==> src/rtl/imm_encoder.sv <==
// Packs a 32-bit immediate into the RISC-V I/S/B/J/U field layout of base_instr,
// one registered output beat. Define IMM_ENC_LI_EXPAND_EN to split an oversize `li` into LUI+ADDI.
module imm_encoder #(
  parameter int DATA_WIDTH = 32
) (
  input  logic                  clk,
  input  logic                  rst,
  input  logic                  in_valid,
  output logic                  in_ready,
  input  logic [2:0]            ImmSrc,
  input  logic [DATA_WIDTH-1:0] imm,
  input  logic [DATA_WIDTH-1:0] base_instr,
  output logic                  out_valid,
  input  logic                  out_ready,
  output logic [DATA_WIDTH-1:0] out_instr,
  output logic                  out_err
);

  typedef enum logic {RUN, SECOND} state_t;

  state_t                state, state_d;
  logic [DATA_WIDTH-1:0] hold, hold_d, instr_d;
  logic [DATA_WIDTH-1:0] enc_instr, first_instr, first_hold;
  logic                  enc_err, first_err, li_hit, valid_d, err_d;
  logic                  i_fit, b_fit, j_fit, u_fit;

  assign i_fit = imm == {{20{imm[11]}}, imm[11:0]};
  assign b_fit = !imm[0] && (imm == {{19{imm[12]}}, imm[12:0]});
  assign j_fit = !imm[0] && (imm == {{11{imm[20]}}, imm[20:0]});
  assign u_fit = imm[11:0] == 12'd0;

  // NOTE: every output of a combinational block gets a default first, so no
  // path through the case statement can leave it unassigned and infer a latch.
  always_comb begin
    enc_instr = base_instr;
    enc_err   = 1'b0;
    unique case (ImmSrc)
      3'b000: begin
        enc_instr[31:20] = imm[11:0];
        enc_err          = !i_fit;
      end
      3'b001: begin
        enc_instr[31:25] = imm[11:5];
        enc_instr[11:7]  = imm[4:0];
        enc_err          = !i_fit;
      end
      3'b010: begin
        enc_instr[31]    = imm[12];
        enc_instr[30:25] = imm[10:5];
        enc_instr[11:8]  = imm[4:1];
        enc_instr[7]     = imm[11];
        enc_err          = !b_fit;
      end
      3'b011: begin
        enc_instr[31]    = imm[20];
        enc_instr[30:21] = imm[10:1];
        enc_instr[20]    = imm[11];
        enc_instr[19:12] = imm[19:12];
        enc_err          = !j_fit;
      end
      3'b100: begin
        enc_instr[31:12] = imm[31:12];
        enc_err          = !u_fit;
      end
      default: enc_err = 1'b1;
    endcase
  end

`ifdef IMM_ENC_LI_EXPAND_EN
  logic [DATA_WIDTH-1:0] li_sum;

  // Rounding by 0x800 lets the sign-extended ADDI low part correct the LUI value.
  assign li_sum      = imm + 32'h0000_0800;
  assign li_hit      = (ImmSrc == 3'b000) && (base_instr[6:0] == 7'b0010011) &&
                       (base_instr[14:12] == 3'b000) && (base_instr[19:15] == 5'd0) && !i_fit;
  assign first_instr = li_hit ? {li_sum[31:12], base_instr[11:7], 7'b0110111} : enc_instr;
  assign first_err   = li_hit ? 1'b0 : enc_err;
  assign first_hold  = {imm[11:0], base_instr[11:7], 3'b000, base_instr[11:7], 7'b0010011};
`else
  assign li_hit      = 1'b0;
  assign first_instr = enc_instr;
  assign first_err   = enc_err;
  assign first_hold  = '0;
`endif

  always_comb begin
    state_d  = state;
    valid_d  = out_valid;
    instr_d  = out_instr;
    err_d    = out_err;
    hold_d   = hold;
    in_ready = 1'b0;
    unique case (state)
      RUN: begin
        in_ready = !out_valid || out_ready;
        if (in_valid && in_ready) begin
          valid_d = 1'b1;
          instr_d = first_instr;
          err_d   = first_err;
          if (li_hit) begin
            hold_d  = first_hold;
            state_d = SECOND;
          end
        end else if (out_ready) begin
          valid_d = 1'b0;
        end
      end
      SECOND: begin
        if (out_ready) begin
          instr_d = hold;
          err_d   = 1'b0;
          state_d = RUN;
        end
      end
      default: state_d = RUN;
    endcase
  end

  // NOTE: state registers use non-blocking assignments so every flop samples
  // pre-edge values, independent of process evaluation order.
  always_ff @(posedge clk or posedge rst) begin
    if (rst) begin
      // NOTE: the hold register is reset as well, so a pending second beat is
      // discarded rather than reappearing after reset.
      state     <= RUN;
      out_valid <= 1'b0;
      out_instr <= '0;
      out_err   <= 1'b0;
      hold      <= '0;
    end else begin
      state     <= state_d;
      out_valid <= valid_d;
      out_instr <= instr_d;
      out_err   <= err_d;
      hold      <= hold_d;
    end
  end

endmodule

==> config.mk <==
export PLATFORM = sky130hd
export DESIGN_NAME = imm_encoder
export DESIGN_NICKNAME = d
export VERILOG_FILES = /design/src/rtl/imm_encoder.sv
export SDC_FILE = /design/constraint.sdc
export NUM_CORES = 1
export LEC_CHECK = 0
export BUFFER_PORTS_ARGS = -buffer_cell sky130_fd_sc_hd__clkbuf_2
export CORE_AREA = 2 2 50 98
export CTS_BUF_LIST = sky130_fd_sc_hd__clkbuf_2
export CTS_CLUSTER_DIAMETER = 80
export CTS_CLUSTER_SIZE = 8
export DETAILED_ROUTE_END_ITERATION = 7
export DIE_AREA = 0 0 52 100
export MAX_ROUTING_LAYER = met4
export PLACE_DENSITY_LB_ADDON = 0.08
export SLEW_MARGIN = 10
export SYNTH_ARGS = -nofsm -noshare
export SYNTH_HDL_FRONTEND = slang
export SYNTH_SLANG_ARGS = --single-unit
==> constraint.sdc <==
create_clock -name clk -period 1.8 [get_ports clk]
set_clock_uncertainty 0.2 [all_clocks]
set_input_delay 0.18 -clock clk [delete_from_list [all_inputs] [get_ports clk]]
set_output_delay 0.18 -clock clk [all_outputs]
set_load 0.005 [all_outputs]
After elaboration in Yosys (flattened, before gate mapping). Cells that the tools add are included.

Equal/unequal tests: 9. Muxes and demuxes: 15. Bitwise gates (word level): 1. Reduce and logical (&&, ||, !) cells: 17.

Operators with widths (count): $mux W32 (2); $pmux W32 S2 (1); $pmux W7 S4 (1); $eq A20 B20 Y1 (1); $eq A19 B19 Y1 (1); $pmux W5 S3 (1); $logic_not A12 Y1 (1); $eq A11 B11 Y1 (1); $pmux W5 S2 (1); $mux W8 (1); $eq A3 B2 Y1 const B (2); $logic_not A1 Y1 (6); $mux W1 (5); $ne A2 B2 Y1 const B (2); $pmux W1 S2 (2); $pmux W1 S4 (1); $reduce_and A2 Y1 (2); $reduce_or A2 Y1 (2); $eq A3 B1 Y1 const B (1); $eq A3 B3 Y1 const B (1); $logic_and A1 B1 Y1 (3); $logic_not A3 Y1 (1); $reduce_bool A2 Y1 (1); $logic_or A1 B1 Y1 (1); $not A1 Y1 (1).

Register bits after elaboration: 35. Bits of input ports: 71. Output and inout bits: 35. Logic and storage cells: 46.

Longest topological paths before layout. Gate-level depths: netlist of the first run.

Depth in word-level cells: 6. Gate-level depth with buffers: 7. Mapped depth without buffers: 5.

Worst setup path after synthesis of the first run. Ideal clock, no wire load.

Path kind: input -> register. Start: input imm[20]. End: register out_err. Setup time: 0.139 ns. Data arrival time: 1.302 ns. Data required time: 1.461 ns. Setup slack: 0.159 ns. Cell stages on the path: 6. Path buffers: 1. Path through: buf_6 or4_4 nor2_1 a311oi_1 a211oi_2 o221ai_1.

Longest elaborated chain between the ends: 6. Elaborated cells on any way between the ends: 11. Those cells by class: eq/ne (3); mux (3); reduce/logical (5).

RTL lines: from (decl) (line 11) `input logic [DATA_WIDTH-1:0] imm,`; $eq A19 B19 Y1 or $eq A11 B11 Y1 (tied branches) (line 28, 29); $logic_and A1 B1 Y1, on equally long branches (line 28, 29); $logic_not A1 Y1, on equally long branches (line 52, 59); $pmux W1 S4 (*) (line 37) `unique case (ImmSrc)`; $mux W1 (*) (line 96) `if (in_valid && in_ready) begin`; $pmux W1 S2 (*) (line 93) `unique case (state)`; to (signal assigned) (line 134) `out_err <= err_d;`; to (decl) (line 16) `output logic out_err`.

Mark *: on every way between the ends. The rest lies on a longest branch, timed or not. The select of a mux whose other input is x is not followed. A chain may end at the register's enable or synchronous reset.

Worst setup path after layout of the first run.
Start: input out_ready. End: output in_ready.

Longest elaborated chain between the ends: 2.

RTL lines: from (decl) (line 14) `input logic out_ready,`; $logic_or A1 B1 Y1 (line 95) `in_ready = !out_valid || out_ready;`; $mux W1 (line 93); to (decl) (line 9) `output logic in_ready,`.

Every way passes these cells.

==> flow_metrics.tcl, run 1 <==
set metrics [dict create \
    postSynthAreaPerCell_um2 9.27 \
    status "completed" \
    setup_tns_ns 0 \
    synth_top_family_by_area "compound AO/OA/AOI/OAI gates" \
    start_util_pct 44.6 \
    chipWidth_um 52 \
    internal_power_mw 1.49 \
    worst_pin_slew_ns 0.552 \
    syn_to_final_growth_pct 66.8 \
    antenna_found_initial 0 \
    ir_drop_uv 621 \
    synth_nets 288 \
    synthDistinctLibCells 38 \
    yosysTopAreaCell "dfrtp_1" \
    critPathCaptureType "output pin" \
    period_minus_slack_ns 1.77 \
    slew-limit-headroom_pct 62.8 \
    synth-compound-area-share_pct 22.1 \
    cts.sinks 35 \
    cts_tree "done" \
    wl_per_cell_um 15.6 \
    maxSlewViolCount 0 \
    max_freq_mhz 566 \
    ff2ff_path_depth 5 \
    p_comb_share_pct 31.3 \
    final_core_util_pct 74.4 \
    cp_top_family "buffers and inverters" \
    dr.pass1.iters 4 \
    drive_above_1_share_pct 37.5 \
    ios 106 \
    fp.dieArea_um2 5200 \
    cpMaxStageDelayCell "dlygate4sd3_1" \
    core.rowCount 35 \
    hold_viol_final 0 \
    crit_required_ns 1.42 \
    cp-start-kind "input pin" \
    ant_nets 0 \
    dp_hpwl_um 4690 \
    grt_use_total_pct 29.0 \
    vias_per_cell 5.40 \
    drtIter0Drc 65 \
    p_seq_share_pct 44.8 \
    syn_area_um2 2010 \
    synthTopCellsByArea "dfrtp_1 44%, mux2i_1 9.5%, o21ai_0 6.2%" \
    yosys.area_share.adder_pct 0 \
    crit_chain "dlygate4sd3_1, clkbuf_2, nor2b_1, buf_4, nor2_1, clkbuf_2" \
    nNetsFinal 462 \
    synth_xor_area_share_pct 0 \
    io_buffer_count 105 \
    final_cell_mix "109 x clkbuf_2, 55 x dlygate4sd3_1, 35 x dfrtp_1" \
    drv_cap 0 \
    insertion_delay_ns 0.37 \
    ys_seq_elements 35 \
    clkSlewWorstSetupHoldPaths_ns 0.18 \
    root_buffer "clkbuf_2" \
    p_clk_share_pct 23.8 \
    clockBufferDepth 2 \
    synth_simple_gate_area_share_pct 19.2 \
    grt_overflow 0 \
    routabilityCongestion 0.854 \
    crit_path_frequent_cell "clkbuf_2" \
    final-setup-viol-count 0 \
    worst-endpoint-arrival_ns 1.39 \
    hold_path.class "in2reg" \
    p_leak_nw 1.67 \
    grt_max_degree 36 \
    h-tree-depth 2 \
    chipHeight_um 100 \
    slowest_delay_ns 0.55 \
    grt_first_pass_wirelength_um 11200 \
    min_period_over_period_pct 98.1 \
    synth_top_area_share_pct 43.6 \
    layout_commonest_cell "clkbuf_2" \
    num_vias 2415 \
    numCtsBuffers 5 \
    netSwitchingPower_mw 0.646 \
    cp.buffers_inverters 4 \
    synth_cells 217 \
    worstSetupPathType "in2out" \
    drcViolationCount 0 \
    yosysWarnings 0 \
    ys_seq_area_share_pct 43.6 \
    switching_share_pct 30.2 \
    cp_num_cells 6 \
    synthMuxAreaShare_pct 9.46 \
    core_area_um2 4510 \
    power.density_nw_per_um2 637 \
    grt_pass1_vias 2466 \
    min_path_cells 4 \
    wirelength_um 6960 \
    n_antenna_cell 0 \
    cp_max_fo 4 \
]
[Yosys cell counts]
master,number
a211oi_2,1
a22o_1,13
and4_1,2
nor3_1,2
nor2b_1,3
a32o_1,2
and2_1,2
nor3_2,1
nor2_1,23
buf_2,5
a21oi_1,9
o211ai_1,1
nor4_1,5
buf_6,4
or4_4,1
a211oi_1,2
mux2i_1,19
nor4bb_1,1
nand2b_1,2
nand3_1,1
a21o_2,1
a31oi_1,1
and3_1,2
a22oi_1,1
a311oi_1,1
buf_4,2
nand2_1,25
dfrtp_1,35
a221oi_1,1
inv_1,6
o22ai_1,2
clkbuf_1,2
or3_2,1
or2_2,1
nand4_1,4
o221ai_1,6
o21ai_0,25
nand3b_1,2
[worst paths after layout]
| check | from | end | slack, ns |
|---|---|---|---|
| worst max-delay path | out_ready | in_ready | 0.03 |
| worst min-delay path | base_instr[26] | out_instr[26] | 0.04 |
| worst max register to register | state | out_instr[24] | 0.14 |
| worst min register to register | out_instr[10] | out_instr[10] | 0.31 |
| max in group asynchronous | rst | out_instr[17] | 0.86 |
| min in group asynchronous | rst | out_instr[3] | 0.19 |
[cells by family after synthesis]
family | count (synthesis)
buf+inv | 19
compound gates | 66
flops | 35
mux | 19
simple gates | 78
[registers in the layout (all words and copies together), names as in the netlist]
register,flops
out_instr,32
out_err,1
out_valid,1
state,1
[layout make-up]
class | count | area (um2)
timing repair buffer | 180 | 1240
fill | 373 | 1160
multi-input combinational | 163 | 1080
sequential | 35 | 876
tap | 55 | 68.8
clock inverter | 3 | 38.8
clock buffer | 5 | 25.0
inverter | 6 | 22.5
[worst min-delay path: stages]
cell and delay [ns]:
clkbuf_2 0.08, mux2i_1 0.05, a21oi_1 0.14, a22o_1 0.13
[timing repair]
item / in CTS / in global routing
cloned: 0 / 0
resized for setup: 1 / 11
pin swaps: 0 / 3
setup endpoints to repair: 20 / 20
setup buffers: 0 / 2
hold buffers: 55 / 0
endpoints found under the hold margin: 69 / 0
[power by group through the flow]
stage,sequential (mW),clock (mW),combinational [mW]
2_1_floorplan,0.978,0,0.244
3_3_place_gp,0.971,0,0.535
3_5_place_dp,0.974,0,0.546
4_1_cts,0.959,0.529,0.649
5_1_grt,0.971,0.546,0.741
6_report,0.958,0.509,0.669
[metal layers]
metal	GRT usage [%]	vias to the layer above	part of all wire, %
li1	-	1156	-
met1	33.4	1140	38
met2	47.8	99	53
met3	5.36	20	5.9
met4	12.6	0	2.7
met5	-	-	0
[stage by stage]
stage / std cells / power, mW / instance area [um2] / hold slack (ns) / setup slack (ns)
final: 447 / 2.14 / 3350 / 0.0398 / 0.0335
after global routing: 447 / 2.26 / 3350 / 0.0265 / -0.0112
after CTS: 446 / 2.14 / 3290 / 0.00288 / 0.0136
after detailed placement: 383 / 1.52 / 2670 / 0.107 / -0.0484
after global placement: 383 / 1.51 / 2670 / 0.0882 / -0.0309
after floorplan: 217 / 1.22 / 2010 / 0.0456 / 0.159
No activity file was read; power rests on OpenSTA's default activity.
==> inputs of run 2 (changes only) <==
--- a/config.mk
+++ b/config.mk
@@ -6,12 +6,13 @@
 export NUM_CORES = 1
 export LEC_CHECK = 0
 export BUFFER_PORTS_ARGS = -buffer_cell sky130_fd_sc_hd__clkbuf_2
-export CORE_AREA = 2 2 50 98
+export CAP_MARGIN = 20
+export CORE_AREA = 2 2 65 98
 export CTS_BUF_LIST = sky130_fd_sc_hd__clkbuf_2
 export CTS_CLUSTER_DIAMETER = 80
 export CTS_CLUSTER_SIZE = 8
 export DETAILED_ROUTE_END_ITERATION = 7
-export DIE_AREA = 0 0 52 100
+export DIE_AREA = 0 0 67 100
 export MAX_ROUTING_LAYER = met4
 export PLACE_DENSITY_LB_ADDON = 0.08
 export SLEW_MARGIN = 10
==> flow_metrics.tcl, run 2 (same netlist as run 1, synthesis figures left out) <==
set metrics [dict create \
    worstReg2RegStart "state" \
    chipHeight_um 100 \
    ir_drop_uv 333 \
    clkSlewWorstSetupHoldPaths_ns 0.18 \
    ant_nets 0 \
    timing.rr.end "out_instr[30]" \
    seq_area_um2 876 \
    setup_tns_ns 0 \
    root_buffer "clkbuf_2" \
    layout_commonest_cell "clkbuf_2" \
    final_cell_area_um2 3360 \
    worst-endpoint-arrival_ns 1.83 \
    routabilityCongestion 0.915 \
    reg2reg_slack_ns 0.22 \
    drcViolationCount 0 \
    period_minus_slack_ns 1.76 \
    cp_max_fo 3 \
    grt_pass1_vias 2402 \
    setup_ws_ns 0.0424 \
    dp_hpwl_um 5270 \
    final_cells 467 \
    chipWidth_um 67 \
    top_register "out_instr" \
    min_period_over_period_pct 97.6 \
    core.rowCount 35 \
    dr.pass1.iters 4 \
    cts_tree "done" \
    hold_viol_final 0 \
    fillCellCount 587 \
    ios 106 \
    crit_required_ns 1.87 \
    ff2ff_path_depth 5 \
    insertion_delay_ns 0.37 \
    cp-start-kind "input pin" \
    nNetsFinal 463 \
    wirelength_um 7190 \
    syn_to_final_growth_pct 67.2 \
    wl_per_cell_um 15.4 \
    grt_max_degree 36 \
    clockBufferDepth 2 \
    grt_overflow 0 \
    n_antenna_cell 0 \
    h-tree-depth 2 \
    min_path_cells 3 \
    largest_reg_flops 32 \
    power.density_nw_per_um2 635 \
    drv_cap 0 \
    antenna_found_initial 0 \
    maxSlewViolCount 0 \
    place_ws_ns -0.00477 \
    grt_use_total_pct 22.9 \
    critPathCaptureType "flip-flop" \
    final-setup-viol-count 0 \
    placed_area_um2 2730 \
    min_to "out_instr[24]" \
    hold_start "imm[4]" \
    multiInputGateArea_um2 1060 \
    start_util_pct 33.8 \
    io_buffer_count 105 \
    status "completed" \
    worst_pin_slew_ns 0.449 \
    final_cell_mix "110 x clkbuf_2, 54 x dlygate4sd3_1, 35 x dfrtp_1" \
    cts.sinks 35 \
    vias_per_cell 5.06 \
    drtIter0Drc 99 \
    fp.dieArea_um2 6700 \
    p_leak_nw 1.67 \
    num_vias 2365 \
    max_freq_mhz 569 \
    core_area_um2 5960 \
    hold_path.class "in2reg" \
    dp_cells 405 \
    slew-limit-headroom_pct 69.8 \
    worstSetupPathType "in2reg" \
    drive_above_1_share_pct 36.6 \
    numCtsBuffers 5 \
    grt_first_pass_wirelength_um 11200 \
]
==> run 2: how the worst max path moves through the flow <==
stage                     endpoint  cells after the start    start  slack (ns)
after floorplan            out_err                      6  imm[20]        0.16
after global placement     out_err                      6  imm[28]        0.04
after detailed placement   out_err                      6  imm[28]      -0.005
after CTS                  out_err                      7   imm[3]       0.006
after global routing       out_err                      7   imm[5]     -0.0009
final                      out_err                      7   imm[1]        0.04
==> run 2: final cells by class <==
| class | instances | share of cell area (%) |
|---|---|---|
| well taps | 74 | 2.75 |
| repair buffers | 181 | 37.0 |
| inverters | 6 | 0.670 |
| clock buffers | 5 | 0.744 |
| multi-input cells | 163 | 31.6 |
| flip-flops and latches | 35 | 26.1 |
| clock inverters | 3 | 1.15 |
==> run 2: per-stage QoR <==
| step | hold slack (ns) | util, % | power, mW |
|---|---|---|---|
| final | 0.0190 | 56.4 | 2.13 |
| after global placement | 0.0978 | 45.8 | 1.53 |
| after CTS | 0.00246 | 55.9 | 2.15 |
| after global routing | 0.0138 | 56.4 | 2.26 |
| after detailed placement | 0.0968 | 45.8 | 1.54 |
| after floorplan | 0.0456 | - | 1.22 |
==> run 2: metal layers <==
| layer | vias up | wire length [um] | share of wire, % | GRT usage (%) |
|---|---|---|---|---|
| met3 | 18 | 340 | 4.7 | 3.25 |
| met4 | 0 | 187 | 2.6 | 8.16 |
| met1 | 1105 | 2710 | 38 | 25.0 |
| met2 | 89 | 3950 | 55 | 41.1 |
| li1 | 1153 | - | - | - |
| met5 | - | 0 | 0 | - |
==> run 2: timing repair <==
item,in CTS,in global routing
endpoints found under the hold margin,69,0
hold buffers,54,0
gates resized for setup,0,5
buffers inserted,0,0
endpoints found under the setup margin,0,4
==> run 2: power by group <==
group	switching, mW	leakage [nW]	internal, mW
clock	0.274	0.0404	0.229
sequential	0.0634	0.428	0.896
combinational	0.301	1.21	0.370
total	0.639	1.67	1.49
==> run 2: worst max-delay path: stages <==
cell and delay [ns]:
dlygate4sd3_1 0.54, clkbuf_2 0.15, nor4_4 0.26, nand4_1 0.13, a21o_2 0.24, a211oi_2 0.19
o221ai_1 0.13
==> inputs of run 3 (changes only) <==
--- a/config.mk
+++ b/config.mk
@@ -15,6 +15,8 @@
 export DIE_AREA = 0 0 67 100
 export MAX_ROUTING_LAYER = met4
 export PLACE_DENSITY_LB_ADDON = 0.08
+export REMOVE_ABC_BUFFERS = 1
+export SETUP_SLACK_MARGIN = 0.4
 export SLEW_MARGIN = 10
 export SYNTH_ARGS = -nofsm -noshare
 export SYNTH_HDL_FRONTEND = slang
==> flow_metrics.tcl, run 3 (same netlist as run 1, synthesis figures left out) <==
set metrics [dict create \
    routabilityCongestion 0.892 \
    rsz0062_at_grt "yes" \
    critPathCaptureType "output pin" \
    start_util_pct 33.8 \
    place_ws_ns -0.0213 \
    drtIter0Drc 74 \
    cts_tree "done" \
    ant_nets 0 \
    layout_commonest_cell "clkbuf_2" \
    power.density_nw_per_um2 631 \
    wl_per_cell_um 15.1 \
    switching_share_pct 31.3 \
    h-tree-depth 2 \
    crit_chain "buf_6, nor2_2, buf_2" \
    internal_power_mw 1.54 \
    crit_required_ns 1.42 \
    max_freq_mhz 641 \
    root_buffer "clkbuf_2" \
    maxSlewViolCount 0 \
    chipHeight_um 100 \
    p_leak_nw 1.75 \
    worstSetupPathType "reg2out" \
    worst_pin_slew_ns 0.501 \
    min_period_over_period_pct 86.7 \
    syn_to_final_growth_pct 76.2 \
    placed_area_um2 2700 \
    clkSlewWorstSetupHoldPaths_ns 0.21 \
    setup_ws_ns 0.239 \
    top_register "out_instr" \
    vias_per_cell 5.01 \
    violations "negative hold slack" \
    netSwitchingPower_mw 0.700 \
    p_clk_share_pct 23.8 \
    grt_overflow 0 \
    wirelength_um 7080 \
    hold_path.class "in2reg" \
    n_antenna_cell 0 \
    period_minus_slack_ns 1.56 \
    io_buffer_count 105 \
    cts.sinks 35 \
    worst-endpoint-arrival_ns 1.18 \
    insertion_delay_ns 0.41 \
    grt_use_total_pct 22.4 \
    fp.dieArea_um2 6700 \
    drive_above_1_share_pct 45.1 \
    slew-limit-headroom_pct 66.2 \
    grt_pass1_vias 2315 \
    cp-start-kind "flip-flop" \
    cpMaxStageDelayCell "dfrtp_1" \
    grt_max_degree 36 \
    status "finished, violations left" \
    final_cell_area_um2 3540 \
    cp_max_fo 4 \
    p_seq_share_pct 43.8 \
    hold_viol_final 1 \
    hold_ws_ns -0.186 \
    ios 106 \
    nNetsFinal 465 \
    num_vias 2351 \
    core_area_um2 5960 \
    p_comb_share_pct 32.4 \
    numCtsBuffers 5 \
    holdBufCountCts 52 \
    clockBufferDepth 2 \
    dr.pass1.iters 4 \
    largest_reg_flops 32 \
    final_cell_mix "109 x clkbuf_2, 52 x dlygate4sd3_1, 35 x dfrtp_1" \
    grt_first_pass_wirelength_um 11100 \
    drcViolationCount 0 \
    core.rowCount 35 \
    dp_hpwl_um 4980 \
    fillCellCount 551 \
    ir_drop_uv 403 \
    drv_cap 0 \
    final-setup-viol-count 0 \
    antenna_found_initial 0 \
    slowest_delay_ns 0.44 \
    final_core_util_pct 59.5 \
    chipWidth_um 67 \
]
==> run 3: metrics by stage <==
step / instances / power (mW) / hold WS (ns) / TNS, ns
2_1_floorplan: 204 / 1.19 / 0.0456 / -23.78
3_3_place_gp: 402 / 1.52 / 0.0882 / -0.0164
3_5_place_dp: 402 / 1.53 / 0.0877 / -0.0213
4_1_cts: 469 / 2.21 / -0.199 / 0
5_1_grt: 469 / 2.37 / -0.206 / 0
6_report: 469 / 2.24 / -0.186 / 0
==> run 3: final timing paths <==
kind,startpoint,to,slack (ns),cells past startpoint
worst min register to register,out_instr[18],out_instr[18],0.32,2
worst max register to register,state,out_instr[30],0.25,5
max in group asynchronous,rst,out_instr[31],0.90,4
worst max-delay path,state,in_ready,0.24,3
min in group asynchronous,rst,out_instr[0],0.15,4
worst min-delay path,in_valid,out_valid,-0.19,3
==> run 3: critical path: cells and delay by family, from the launching register on <==
family                 cells  cell delay, ns
buffers and inverters      2            0.25
flip-flops                 1            0.44
AND/OR/NAND/NOR            1            0.08
==> run 3: layout make-up <==
cell class              count  area (um2)  area share [%]
clock buffers               5        25.0           0.706
clock inverters             3        43.8            1.24
inverters                   6        22.5           0.636
multi-input cells         163        1180            33.2
flip-flops and latches     35         876            24.7
well taps                  74        92.6            2.61
repair buffers            183        1310            36.9
==> run 3: timing repair <==
action	in CTS	in global routing
cloned	2	0
pin swaps	10	14
gates resized for setup	29	38
buffers inserted	5	0
endpoints found under the setup margin	34	43
hold endpoints to repair	70	1
==> run 3: per-layer routing <==
metal / global-route usage (%) / wire (um)
met3: 3.14 / 344
met5: - / 0
met4: 6.75 / 125
met1: 26.7 / 2880
met2: 38.5 / 3730
==> run 3: power by group through the flow <==
stage | Clock (mW) | Combinational [mW] | Sequential (mW)
floorplan | 0 | 0.214 | 0.978
global placement | 0 | 0.548 | 0.976
detailed placement | 0 | 0.549 | 0.977
CTS | 0.545 | 0.696 | 0.967
global route | 0.580 | 0.802 | 0.989
finish | 0.532 | 0.725 | 0.979
